**config.mk**
```make
export PLATFORM = sky130hd
export DESIGN_NAME = mem_stage_ctrl_flat
export DESIGN_NICKNAME = d
export VERILOG_FILES = /design/src/rtl/mem_stage_ctrl_if.sv /design/src/rtl/mem_stage_ctrl.sv /design/src/flat_wrapper.sv
export SDC_FILE = /design/constraint.sdc
export NUM_CORES = 1
export LEC_CHECK = 0
export ABC_AREA = 1
export BUFFER_PORTS_ARGS = -buffer_cell sky130_fd_sc_hd__buf_2
export CORE_ASPECT_RATIO = 0.8
export CORE_MARGIN = 8
export CORE_UTILIZATION = 45
export CTS_CLUSTER_SIZE = 28
export DETAILED_ROUTE_END_ITERATION = 7
export MAX_ROUTING_LAYER = met4
export PLACE_DENSITY = 0.76
export SLEW_MARGIN = 15
export SYNTH_ARGS = -nofsm -noshare
export SYNTH_HDL_FRONTEND = slang
export SYNTH_SLANG_ARGS = --single-unit
```
**constraint.sdc**
```tcl
create_clock -name clk -period 1.6 [get_ports clk]
set_input_delay 0.16 -clock clk [delete_from_list [all_inputs] [get_ports clk]]
set_output_delay 0.16 -clock clk [all_outputs]
set_load 0.005 [all_outputs]
```
**src/rtl/mem_stage_ctrl_if.sv**
```systemverilog
// Data-memory bus between the MEM pipeline stage and the data memory.
//   master modport: the stage (drives the request, consumes the ack/read data)
//   slave  modport: the memory (consumes the request, drives the ack/read data)
// Signals:
//   MemReq   request, held high until MemAck
//   MemWe    1 = write (store), 0 = read (load); valid with MemReq
//   MemAddr  32-bit address; valid with MemReq
//   MemWData 32-bit store data; valid with MemReq and MemWe
//   MemAck   completion strobe from memory
//   MemRData 32-bit load data; valid with MemAck
interface mem_stage_ctrl_if;
  logic        MemReq;
  logic        MemWe;
  logic [31:0] MemAddr;
  logic [31:0] MemWData;
  logic        MemAck;
  logic [31:0] MemRData;

  modport master (
    output MemReq, MemWe, MemAddr, MemWData,
    input  MemAck, MemRData
  );

  modport slave (
    input  MemReq, MemWe, MemAddr, MemWData,
    output MemAck, MemRData
  );
endinterface

```
**src/rtl/mem_stage_ctrl.sv**
```systemverilog
// mem_stage_ctrl: consumer end of the EX/MEM register. Non-memory ops pass to the
// MEM/WB outputs with one cycle of latency; loads and stores are issued on the data
// memory bus (req/ack) while StallOut holds upstream, then retired to MEM/WB.
// Ports:
//   clk, rst            clock, synchronous active-high reset
//   OpCode/RdOut/BranchResult/AluResult/StoreData   EX/MEM inputs
//   StallOut            1 while a memory access is outstanding
//   mem                 data-memory bus (master side)
//   OpCodeOutWB/RdOutWB/BranchResultOutWB/WbDataOut/WbValid   MEM/WB outputs
//   MemErr              sticky access-timeout flag
// Optional feature: define MEM_TIMEOUT_EN to abort a memory access that has waited
// TIMEOUT_CYCLES cycles without MemAck; otherwise WAIT is unbounded and MemErr is 0.
module mem_stage_ctrl #(
  parameter logic [4:0] OP_LOAD        = 5'b01000,
  parameter logic [4:0] OP_STORE       = 5'b01001,
  parameter logic [4:0] OP_NOP         = 5'b00000,
  parameter int         TIMEOUT_CYCLES = 16
) (
  input  logic                  clk,
  input  logic                  rst,
  input  logic [4:0]            OpCode,
  input  logic [8:0]            RdOut,
  input  logic [6:0]            BranchResult,
  input  logic [31:0]           AluResult,
  input  logic [31:0]           StoreData,
  output logic                  StallOut,
  mem_stage_ctrl_if.master      mem,
  output logic [4:0]            OpCodeOutWB,
  output logic [8:0]            RdOutWB,
  output logic [6:0]            BranchResultOutWB,
  output logic [31:0]           WbDataOut,
  output logic                  WbValid,
  output logic                  MemErr
);

  typedef enum logic {ST_IDLE, ST_WAIT} state_t;

  state_t      state_reg, state_next;
  logic        req_reg, req_next;
  logic        we_reg, we_next;
  logic [31:0] addr_reg, addr_next;
  logic [31:0] wdata_reg, wdata_next;
  logic [4:0]  cap_op_reg, cap_op_next;
  logic [8:0]  cap_rd_reg, cap_rd_next;
  logic [6:0]  cap_br_reg, cap_br_next;
  logic [4:0]  op_wb_reg, op_wb_next;
  logic [8:0]  rd_wb_reg, rd_wb_next;
  logic [6:0]  br_wb_reg, br_wb_next;
  logic [31:0] data_wb_reg, data_wb_next;
  logic        valid_wb_reg, valid_wb_next;

`ifdef MEM_TIMEOUT_EN
  localparam int CNT_W = $clog2(TIMEOUT_CYCLES + 1);
  localparam logic [CNT_W-1:0] CNT_LAST = CNT_W'(TIMEOUT_CYCLES - 1);
  logic [CNT_W-1:0] cnt_reg, cnt_next;
  logic             err_reg, err_next;
`endif

  always_comb begin
    state_next    = state_reg;
    req_next      = req_reg;
    we_next       = we_reg;
    addr_next     = addr_reg;
    wdata_next    = wdata_reg;
    cap_op_next   = cap_op_reg;
    cap_rd_next   = cap_rd_reg;
    cap_br_next   = cap_br_reg;
    // WB outputs default to a bubble; only a retiring op overrides them.
    op_wb_next    = OP_NOP;
    rd_wb_next    = '0;
    br_wb_next    = '0;
    data_wb_next  = '0;
    valid_wb_next = 1'b0;
`ifdef MEM_TIMEOUT_EN
    cnt_next      = cnt_reg;
    err_next      = err_reg;
`endif

    case (state_reg)
      ST_IDLE: begin
        if (OpCode == OP_LOAD || OpCode == OP_STORE) begin
          cap_op_next = OpCode;
          cap_rd_next = RdOut;
          cap_br_next = BranchResult;
          addr_next   = AluResult;
          wdata_next  = StoreData;
          we_next     = (OpCode == OP_STORE);
          req_next    = 1'b1;
          state_next  = ST_WAIT;
`ifdef MEM_TIMEOUT_EN
          cnt_next    = '0;
`endif
        end else begin
          op_wb_next    = OpCode;
          rd_wb_next    = RdOut;
          br_wb_next    = BranchResult;
          data_wb_next  = AluResult;
          valid_wb_next = (OpCode != OP_NOP);
        end
      end

      ST_WAIT: begin
        // EX/MEM inputs are frozen upstream here, so they are not looked at.
        if (mem.MemAck) begin
          req_next   = 1'b0;
          state_next = ST_IDLE;
          op_wb_next = cap_op_reg;
          rd_wb_next = cap_rd_reg;
          br_wb_next = cap_br_reg;
          if (cap_op_reg == OP_LOAD) begin
            data_wb_next  = mem.MemRData;
            valid_wb_next = 1'b1;
          end else begin
            // Stores retire the address for visibility but write nothing back.
            data_wb_next  = addr_reg;
            valid_wb_next = 1'b0;
          end
        end
`ifdef MEM_TIMEOUT_EN
        else if (cnt_reg == CNT_LAST) begin
          req_next   = 1'b0;
          state_next = ST_IDLE;
          err_next   = 1'b1;
          op_wb_next = cap_op_reg;
          rd_wb_next = cap_rd_reg;
          br_wb_next = cap_br_reg;
        end else begin
          cnt_next = cnt_reg + 1'b1;
        end
`endif
      end

      default: state_next = ST_IDLE;
    endcase
  end

  always_ff @(posedge clk) begin
    if (rst) begin
      state_reg    <= ST_IDLE;
      req_reg      <= 1'b0;
      we_reg       <= 1'b0;
      addr_reg     <= '0;
      wdata_reg    <= '0;
      cap_op_reg   <= OP_NOP;
      cap_rd_reg   <= '0;
      cap_br_reg   <= '0;
      op_wb_reg    <= OP_NOP;
      rd_wb_reg    <= '0;
      br_wb_reg    <= '0;
      data_wb_reg  <= '0;
      valid_wb_reg <= 1'b0;
`ifdef MEM_TIMEOUT_EN
      cnt_reg      <= '0;
      err_reg      <= 1'b0;
`endif
    end else begin
      state_reg    <= state_next;
      req_reg      <= req_next;
      we_reg       <= we_next;
      addr_reg     <= addr_next;
      wdata_reg    <= wdata_next;
      cap_op_reg   <= cap_op_next;
      cap_rd_reg   <= cap_rd_next;
      cap_br_reg   <= cap_br_next;
      op_wb_reg    <= op_wb_next;
      rd_wb_reg    <= rd_wb_next;
      br_wb_reg    <= br_wb_next;
      data_wb_reg  <= data_wb_next;
      valid_wb_reg <= valid_wb_next;
`ifdef MEM_TIMEOUT_EN
      cnt_reg      <= cnt_next;
      err_reg      <= err_next;
`endif
    end
  end

  assign StallOut          = (state_reg == ST_WAIT);
  assign mem.MemReq        = req_reg;
  assign mem.MemWe         = we_reg;
  assign mem.MemAddr       = addr_reg;
  assign mem.MemWData      = wdata_reg;
  assign OpCodeOutWB       = op_wb_reg;
  assign RdOutWB           = rd_wb_reg;
  assign BranchResultOutWB = br_wb_reg;
  assign WbDataOut         = data_wb_reg;
  assign WbValid           = valid_wb_reg;
`ifdef MEM_TIMEOUT_EN
  assign MemErr            = err_reg;
`else
  assign MemErr            = 1'b0;
`endif

endmodule

```
**src/flat_wrapper.sv**
```systemverilog
// flat-port wrapper written by rule: the top's interface ports become plain ports
module mem_stage_ctrl_flat 
#(
  parameter logic [4:0] OP_LOAD        = 5'b01000,
  parameter logic [4:0] OP_STORE       = 5'b01001,
  parameter logic [4:0] OP_NOP         = 5'b00000,
  parameter int         TIMEOUT_CYCLES = 16
)
  (clk, rst, OpCode, RdOut, BranchResult, AluResult, StoreData, StallOut, OpCodeOutWB, RdOutWB, BranchResultOutWB, WbDataOut, WbValid, MemErr, mem_MemReq, mem_MemWe, mem_MemAddr, mem_MemWData, mem_MemAck, mem_MemRData);
  mem_stage_ctrl_if mem_i ();
  input  logic clk;
  input  logic rst;
  input  logic [4:0] OpCode;
  input  logic [8:0] RdOut;
  input  logic [6:0] BranchResult;
  input  logic [31:0] AluResult;
  input  logic [31:0] StoreData;
  output logic StallOut;
  output logic [4:0] OpCodeOutWB;
  output logic [8:0] RdOutWB;
  output logic [6:0] BranchResultOutWB;
  output logic [31:0] WbDataOut;
  output logic WbValid;
  output logic MemErr;
  output wire logic [$bits(mem_i.MemReq)-1:0] mem_MemReq;
  output wire logic [$bits(mem_i.MemWe)-1:0] mem_MemWe;
  output wire logic [$bits(mem_i.MemAddr)-1:0] mem_MemAddr;
  output wire logic [$bits(mem_i.MemWData)-1:0] mem_MemWData;
  input wire logic [$bits(mem_i.MemAck)-1:0] mem_MemAck;
  input wire logic [$bits(mem_i.MemRData)-1:0] mem_MemRData;
  assign mem_MemReq = mem_i.MemReq;
  assign mem_MemWe = mem_i.MemWe;
  assign mem_MemAddr = mem_i.MemAddr;
  assign mem_MemWData = mem_i.MemWData;
  assign mem_i.MemAck = mem_MemAck;
  assign mem_i.MemRData = mem_MemRData;
  mem_stage_ctrl #(.OP_LOAD(OP_LOAD), .OP_STORE(OP_STORE), .OP_NOP(OP_NOP), .TIMEOUT_CYCLES(TIMEOUT_CYCLES)) u_core (.clk(clk), .rst(rst), .OpCode(OpCode), .RdOut(RdOut), .BranchResult(BranchResult), .AluResult(AluResult), .StoreData(StoreData), .StallOut(StallOut), .mem(mem_i), .OpCodeOutWB(OpCodeOutWB), .RdOutWB(RdOutWB), .BranchResultOutWB(BranchResultOutWB), .WbDataOut(WbDataOut), .WbValid(WbValid), .MemErr(MemErr));
endmodule
```
==> parameters.txt, run 1 <==
Parameter                              Value

Timing
  Total Neg Setup Slack    0 ps
  Final-report hold violation count    0
  Rel. slew slack    65.2%
  Highest attainable clock frequency    0.706 GHz
  Final critical delay including setup and external delays    1420 ps
  Endpoints failing setup    0
  Pin slew with the least headroom to its limit    522 ps
  Largest clock skew in the final design    8.23 ps
  RSZ-0062 raised after global routing    no
  Number of max-slew violations in the final report    0
  Period Utilization, post-route    approximately nine tenths

Power
  Max VDD drop    0.746 mV
  Power Dens Cells    ~1100 nW/µm²
  Power Total    between 8 and 9 mW
  Reported leakage power    ~4 nW

Setup path
  Endpoint arrival time on the critical path    1750 ps
  CP peak stage delay    390 ps
  Required time at the worst-slack endpoint    between 1500 and 2000 ps
  Startpoint type of the worst setup path    flip-flop
  Biggest fanout along the worst timing path    30
  CP endpoint kind    flip-flop
  Cells traversed along the worst timing path    clkinv_2, nand3_4, buf_4, nand2_1, a21oi_1
  Number of cells on the critical path    5
  CP top delay family    buffers and inverters
  Slowest stage cell, crit path    sky130_fd_sc_hd__dfxtp_1
  Worst-case reg-to-reg path depth    5
  Type of the worst setup path    flip-flop to flip-flop
  Buffering stage count on the worst path with inverters included    2

Synth
  Sequential cell area fraction in the yosys report    49.4%
  Count of synthesis-stage warnings from yosys    0
  Post-Syn Instances    780
  Synth unique cells    18
  Net count after synthesis    900
  Synth Area per Inst    between 7 and 8 µm²
  Netlist area before placement    5760 µm²
  #FFs+latches synth    roughly 140

Clock tree
  Clock tree from TritonCTS    done
  CTS max path bufs    2
  Total clock buffers created by CTS    17
  Number of instances resized during post-cts repair    0
  CTS sink cnt    around 140
  Clock slew at the register clock pins of the worst setup and hold paths    60 ps
  Clock root buffer    sky130_fd_sc_hd__clkbuf_16
  Depth of the CTS H-tree    4
  Total setup buffers inserted after CTS    0
  Clock latency of the later-clocked register in the worst-skew pair    a little over 400 ps

Drt
  Top routing layer in use    met4
  Post-route DRC    0
  M1 WL    7940 µm
  Total length of routed met3 wires    1930 µm
  WL final    19300 µm
  Amount of wire on met2 after detailed routing    9250 µm
  Final antenna-violating net count    0
  Drt via density    5.24
  Number of DRC markers in iteration 0    529
  Average wire per standard cell    16.4 µm
  Number of detailed-route iterations in the first pass    5
  Number of vias in the routed layout    6185

Placement
  Global placement routability congestion    approximately 0.83
  Hpwl dp    12800 µm
  Buffers added on ports    240

Global route
  Number of antenna violations at the first check in global routing    1
  Maximum number of pins on one net before global-route repair    104
  Total Routing Usage GR    23.2%
  Overflow left after global routing    0
  Wire length of the first global-routing pass    30100 µm
  Vias in the first global route    between 5000 and 6000

Die
  Site Rows    37
  Initial core utilization    45.4%
  X dimension of the die    142 µm
  Placeable core region    12700 µm²
  Die span in y    117 µm
  Die footprint    16700 µm²
  Top-level port count    242

Finish
  Fin nets    1110
  Area Growth Syn to Fin    36.3%
  Most frequent standard cell in the layout excluding fill and tap cells    sky130_fd_sc_hd__buf_2
  Share of post-route cells with drive strength above 1    between 20% and 30%
  Commonest non-fill, non-tap cells in the layout    sky130_fd_sc_hd__buf_2 (239), sky130_fd_sc_hd__dfxtp_1 (142), sky130_fd_sc_hd__nand2_1 (137)

Hold path
  Number of instances on the worst hold path    3
  Type of the tightest min-delay check    input port to flip-flop

Job
  Max-cap viol count    0

Outcome
  Run status    complete, no violations
worst reg2reg max path: stages, from the launching register on:
cell and delay, ps:
sky130_fd_sc_hd__dfxtp_1 390, sky130_fd_sc_hd__clkinv_2 120, sky130_fd_sc_hd__nand3_4 210, sky130_fd_sc_hd__buf_4 360
sky130_fd_sc_hd__nand2_1 120, sky130_fd_sc_hd__a21oi_1 150
routing by layer:
layer	track usage [%]	up-vias
li1	-	3025
met1	28.8	2854
met2	36.7	286
met3	6.53	20
met4	6.00	0
met5	-	-
path summary, 6_finish.rpt:
check	slack, ps	endpoint	startpoint
setup / recovery	180	u_core.mem.MemWData[18]	u_core.StallOut
hold / removal	9	u_core.mem.MemAddr[14]	AluResult[14]
setup reg to reg	180	u_core.mem.MemWData[18]	u_core.StallOut
hold reg to reg	460	u_core.mem.MemReq	u_core.mem.MemReq
cells by family after synthesis:
group / count (synthesis) / synth area share (%)
compound gates: 139 / 12.1
buf+inv: 152 / 10.2
flops: 142 / 49.4
other cells: 1 / 0.0651
simple gates: 346 / 28.3
cells in the mapped netlist (all sizes together):
cell type  number  area, µm²
conb            1       3.75
a21oi         102        510
inv            76        285
o31ai           1       7.51
nand3          90        450
buf            17       78.8
nor2           36        138
nand4          81        507
dfxtp         142       2840
nand2         138        518
o21ai          36        180
clkbuf         56        210
nor3            1       16.3
clkinv          3       11.3
layout make-up:
cell class	instances	area, µm²
Clock buffer	22	474
Clock inverter	10	184
Tap cell	175	219
Fill cell	1165	4830
Inverter	79	298
Multi-Input combinational cell	486	2350
Sequential cell	142	2840
Antenna cell	2	5.00
Timing Repair Buffer	264	1480
repair_timing:
action,in CTS,in global routing
hold buffers,3,0
setup endpoints to repair,0,0
endpoints found under the hold margin,3,0
through the flow:
stage	hold slack [ps]	std cells	setup slack [ps]	instance area, µm²	utilization (%)
2_1_floorplan	302	780	340	5760	-
3_3_place_gp	417	1143	205	7160	56.4
3_5_place_dp	419	1143	168	7160	56.4
4_1_cts	0.0681	1178	184	7850	61.8
5_1_grt	4.68	1179	81.8	7850	61.9
6_report	8.75	1180	183	7850	61.9
where the power goes:
group | internal, mW | leakage [nW] | switching [mW]
Combinational | 0.363 | 2.46 | 0.485
Clock | 2.89 | 0.316 | 1.49
Sequential | 3.68 | 1.16 | 0.0552
Total | 6.94 | 3.94 | 2.03
Note: power is estimated with default switching activity, not from simulation.
==> run 2: changes to the inputs <==
Clock period 1.6 ns to 1.5 ns, I/O delays scaled along.
==> run 2 against run 1 <==
Global-route usage barely moved. Critical endpoint is now u_core.WbDataOut[13]. Sequential power grew 6.4%. First-iteration DRC count grew 10%. Critical path type unchanged. Largest power group unchanged.
==> parameters.txt, run 2 (synthesis gave the netlist of run 1 again) <==
Parameter                              Value

Die
  Top-level port count    242
  Die span in y    117 µm
  Placeable core region    approximately 13000 µm²
  X dimension of the die    142 µm
  Initial core utilization    45.4%
  Site Rows    37
  Die footprint    16700 µm²

Power
  Max VDD drop    roughly 0.77 mV
  Power Total    9.27 mW
  Clock power frac    between 40% and 50%
  Sequential group share of total power    43.0%
  Switching power share of the total    24.1%
  Reported leakage power    about 4.0 nW
  Combinational group share of total power    10.4%
  Internal power    7.04 mW
  Switching Power    2.23 mW
  Power Dens Cells    1150 nW/µm²

Clock tree
  Number of instances resized during post-cts repair    0
  Clock latency of the later-clocked register in the worst-skew pair    410 ps
  Clock slew at the register clock pins of the worst setup and hold paths    roughly 70 ps
  CTS sink cnt    142
  Total clock buffers created by CTS    17
  Total setup buffers inserted after CTS    0
  Clock tree from TritonCTS    done
  Total of hold buffers inserted after clock tree synthesis    24
  CTS max path bufs    2
  Clock root buffer    sky130_fd_sc_hd__clkbuf_16
  Depth of the CTS H-tree    4

Global route
  Maximum number of pins on one net before global-route repair    83
  Wire length of the first global-routing pass    approximately 30000 µm
  Vias in the first global route    6036
  Overflow left after global routing    0
  Total Routing Usage GR    23.2%
  Number of antenna violations at the first check in global routing    2

Drt
  Post-route DRC    0
  Drt via density    5.21
  WL final    ~19000 µm
  Final antenna-violating net count    0
  Number of detailed-route iterations in the first pass    5
  Average wire per standard cell    16.0 µm
  Number of DRC markers in iteration 0    about 580
  Number of vias in the routed layout    between 6000 and 7000

Finish
  Most frequent standard cell in the layout excluding fill and tap cells    sky130_fd_sc_hd__buf_2
  Fin nets    1134
  Share of post-route cells with drive strength above 1    29.1%
  Area Growth Syn to Fin    40.1%
  Commonest non-fill, non-tap cells in the layout    sky130_fd_sc_hd__buf_2 (239), sky130_fd_sc_hd__dfxtp_1 (142), sky130_fd_sc_hd__nand2_1 (137)

Setup path
  CP peak stage delay    between 300 and 400 ps
  RR Endpoint    u_core.WbDataOut[13]
  Reg2reg start    u_core.StallOut
  Biggest fanout along the worst timing path    21
  Type of the worst setup path    flip-flop to flip-flop
  CP Launch Point    u_core.StallOut
  Worst-case reg-to-reg path depth    5
  Startpoint type of the worst setup path    flip-flop
  Slowest stage cell, crit path    sky130_fd_sc_hd__dfxtp_1
  Required time at the worst-slack endpoint    1830 ps
  Cells traversed along the worst timing path    nand2_1, clkinv_1, buf_4, nand3_1, a21oi_1
  Slack of the worst reg-to-reg path    180 ps
  Endpoint arrival time on the critical path    1640 ps
  CP endpoint kind    flip-flop

Timing
  Total Neg Setup Slack    0 ps
  Period Utilization, post-route    between 80 and 90%
  Largest clock skew in the final design    7.81 ps
  Highest attainable clock frequency    0.758 GHz
  RSZ-0062 raised after global routing    no
  Pin slew with the least headroom to its limit    502 ps
  Final-report hold violation count    0
  Setup slack after layout    182 ps
  Endpoints failing setup    0
  Number of max-slew violations in the final report    0
  Rel. slew slack    between 60% and 70%
  Final critical delay including setup and external delays    1320 ps

Placement
  Hpwl dp    ~13000 µm
  Worst Setup Slack post-DPL    about 130 ps
  Buffers added on ports    240
  Global placement routability congestion    0.826

Hold path
  Number of instances on the worst hold path    3
  Endpoint of the worst hold path    u_core.mem.MemWData[4]
  Hold Path Origin    StoreData[4]
  Type of the tightest min-delay check    input port to flip-flop

Outcome
  Run status    complete, no violations

Job
  Max-cap viol count    0
-- run 2: final cells by class --
cell class	count	area (µm²)
clock inverter	12	159
antenna	2	5.00
inverter	79	298
multi-input combinational	486	2350
timing repair buffer	288	1750
tap	175	219
sequential	142	2840
fill	1135	4610
clock buffer	20	447
-- run 2: worst max path at each step --
stage | slack (ps) | endpoint
global route | 60 | u_core.WbDataOut[13]
global placement | 160 | u_core.cap_op_reg[0]
floorplan | 240 | u_core.WbDataOut[10]
CTS | 170 | u_core.WbDataOut[13]
finish | 180 | u_core.WbDataOut[13]
detailed placement | 130 | u_core.mem.MemWe
-- run 2: power by group through the flow --
| stage | logic (mW) | clock network (mW) | registers, mW |
|---|---|---|---|
| 3_3_place_gp | 0.898 | 0 | 4.06 |
| 4_1_cts | 0.962 | 4.39 | 3.98 |
| 5_1_grt | 1.07 | 4.55 | 4.00 |
| 6_report | 0.963 | 4.32 | 3.98 |
| 3_5_place_dp | 0.905 | 0 | 4.07 |
| 2_1_floorplan | 0.415 | 0 | 4.08 |
-- run 2: metrics by stage --
step	hold WS, ps	std cells	util, %	instance area, µm²
after floorplan	292	780	-	5760
after global placement	398	1145	56.8	7210
after detailed placement	406	1145	56.8	7210
after CTS	0.256	1201	63.5	8060
after global routing	13.5	1204	63.6	8070
final	9.15	1204	63.6	8070
-- run 2: per-layer routing --
| layer | vias to the layer above | routed length (µm) | global-route usage (%) |
|---|---|---|---|
| met5 | - | 0 | - |
| met4 | 0 | 303 | 7.56 |
| met3 | 24 | 1920 | 6.93 |
| met2 | 296 | 8920 | 36.0 |
| met1 | 2873 | 8120 | 28.6 |
| li1 | 3082 | - | - |
-- run 2: critical path, delay by kind of cell (launching register included) --
family	cells	cell delay (ps)
buffers and inverters	2	390
AND/OR/NAND/NOR	2	260
flip-flops	1	380
AO/OA/AOI/OAI	1	190
==> run 3: changes to the inputs <==
Settings changed: ABC_CLOCK_PERIOD_IN_PS set to 1500, CORE_UTILIZATION 45 to 48, PLACE_DENSITY 0.76 to 0.8.
==> run 3 against run 2 <==
Register-to-register slack lost 50 ps. Flip-flop and latch count is the same. Global-route usage grew 1.4 points. Clock skew grew 1.7 ps. Sequential power is essentially flat. Final cell count shrank 2.4%. Die area shrank 5.5%.
==> parameters.txt, run 3 (synthesis gave the netlist of run 1 again) <==
Parameter                              Value

Finish
  Share of post-route cells with drive strength above 1    29.8%
  Most frequent standard cell in the layout excluding fill and tap cells    sky130_fd_sc_hd__buf_2
  Fin nets    around 1100
  Footprint of the multi-input gates    2350 µm²
  Sequential standard cell area    2840 µm²
  Cell area after layout    8030 µm²
  Area Growth Syn to Fin    39.3%
  Commonest non-fill, non-tap cells in the layout    sky130_fd_sc_hd__buf_2 (239), sky130_fd_sc_hd__dfxtp_1 (142), sky130_fd_sc_hd__nand2_1 (137)
  Total of fill cells in the finished design    965

Drt
  Final antenna-violating net count    0
  Drt via density    5.43
  Average wire per standard cell    16.8 µm
  Post-route DRC    0
  Number of vias in the routed layout    6381
  Number of detailed-route iterations in the first pass    5
  Number of DRC markers in iteration 0    a little over 500
  WL final    around 20000 µm

Timing
  Final-report hold violation count    0
  Highest attainable clock frequency    0.732 GHz
  Largest clock skew in the final design    9.48 ps
  Endpoints failing setup    0
  RSZ-0062 raised after global routing    no
  Final critical delay including setup and external delays    1370 ps
  Period Utilization, post-route    91.1%
  Total Neg Setup Slack    0 ps
  Number of max-slew violations in the final report    0

Clock tree
  CTS max path bufs    2
  Total clock buffers created by CTS    17
  Clock latency of the later-clocked register in the worst-skew pair    420 ps
  Clock root buffer    sky130_fd_sc_hd__clkbuf_16
  Depth of the CTS H-tree    4
  CTS sink cnt    142
  Clock tree from TritonCTS    done
  Total setup buffers inserted after CTS    0
  Clock slew at the register clock pins of the worst setup and hold paths    around 60 ps

Die
  X dimension of the die    138 µm
  Site Rows    35
  Die footprint    15800 µm²
  Placeable core region    11600 µm²
  Die span in y    114 µm
  Top-level port count    242
  Initial core utilization    between 40% and 50%

Power
  Max VDD drop    0.927 mV
  Power Dens Cells    between 1000 and 1500 nW/µm²
  Reported leakage power    4.05 nW

Global route
  Maximum number of pins on one net before global-route repair    72
  Overflow left after global routing    0
  Wire length of the first global-routing pass    31100 µm
  Number of antenna violations at the first check in global routing    1
  Vias in the first global route    6031
  Total Routing Usage GR    roughly a quarter

Placement
  Hpwl dp    13200 µm
  Buffers added on ports    240
  Instance area at placement    7160 µm²
  Global placement routability congestion    0.856

Hold path
  Type of the tightest min-delay check    input port to flip-flop

Outcome
  Run status    complete, no violations

Setup path
  CP endpoint kind    flip-flop
  Endpoint arrival time on the critical path    roughly 1700 ps
  Required time at the worst-slack endpoint    1790 ps
  Type of the worst setup path    flip-flop to flip-flop
  Startpoint type of the worst setup path    flip-flop
  Biggest fanout along the worst timing path    28

Job
  Max-cap viol count    0
-- run 3: changes by cell type in the layout (fill, tap and decap cells not counted), moves of 2 or more --
cell                            before  now
sky130_fd_sc_hd__clkbuf_8            1    5
sky130_fd_sc_hd__inv_6               3    0
sky130_fd_sc_hd__dlygate4sd3_1      25   19
sky130_fd_sc_hd__clkbuf_1            2    0
sky130_fd_sc_hd__buf_12             10    5
sky130_fd_sc_hd__buf_4              14   25
sky130_fd_sc_hd__bufinv_16           3    5
-- run 3: final timing paths --
kind / from / end / slack (ps) / cells after the start
worst max-delay path: u_core.cap_op_reg[1] / u_core.WbDataOut[13] / 130 / 6
worst min-delay path: AluResult[0] / u_core.mem.MemAddr[0] / 3 / 3
worst max register to register: u_core.cap_op_reg[1] / u_core.WbDataOut[13] / 130 / 6
worst min register to register: u_core.mem.MemWData[15] / u_core.mem.MemWData[15] / 460 / 2
-- run 3: final cells by class --
type	instances	area share, %
clock inverters	9	2.25
clock buffers	22	6.16
repair buffers	288	20.9
inverters	79	3.71
flip-flops and latches	142	35.4
well taps	148	2.31
diodes	1	0.0312
multi-input cells	486	29.3
-- run 3: timing repair --
| action | CTS | global route |
|---|---|---|
| hold endpoints to repair | 19 | 0 |
| gates resized for setup | 0 | 0 |
| hold buffers | 19 | 0 |
-- run 3: power by group --
| group | internal (mW) | switching [mW] |
|---|---|---|
| clock network | 3.17 | 1.59 |
| registers | 3.93 | 0.0563 |
| logic | 0.419 | 0.537 |
-- run 3: per-stage QoR --
| step | worst slack, ps | utilization [%] | hold slack [ps] | instances | total power, mW |
|---|---|---|---|---|---|
| after CTS | 135 | 69.1 | 0.138 | 1174 | 9.74 |
| final | 134 | 69.2 | 2.82 | 1175 | 9.70 |
| after floorplan | 240 | - | 292 | 780 | 4.50 |
| after detailed placement | 97.2 | 61.7 | 412 | 1124 | 4.97 |
| after global routing | 1.57 | 69.2 | 5.00 | 1175 | 10.0 |
| after global placement | 143 | 61.7 | 405 | 1124 | 4.96 |
-- run 3: routing by layer --
metal,wire (µm),GRT usage (%),up-vias,part of all wire (%)
li1,-,-,3082,-
met1,8250,30.4,2910,42
met2,8940,37.3,358,45
met3,2050,7.48,31,10
met4,469,9.54,0,2.4
met5,0,-,-,0
-- run 3: critical path: stages (launching register included) --
cell and delay, ps:
sky130_fd_sc_hd__dfxtp_1 330, sky130_fd_sc_hd__clkinv_1 170, sky130_fd_sc_hd__nand3_1 150, sky130_fd_sc_hd__buf_4 320
sky130_fd_sc_hd__nand2_1 110, sky130_fd_sc_hd__nand3_1 90, sky130_fd_sc_hd__a21oi_1 60
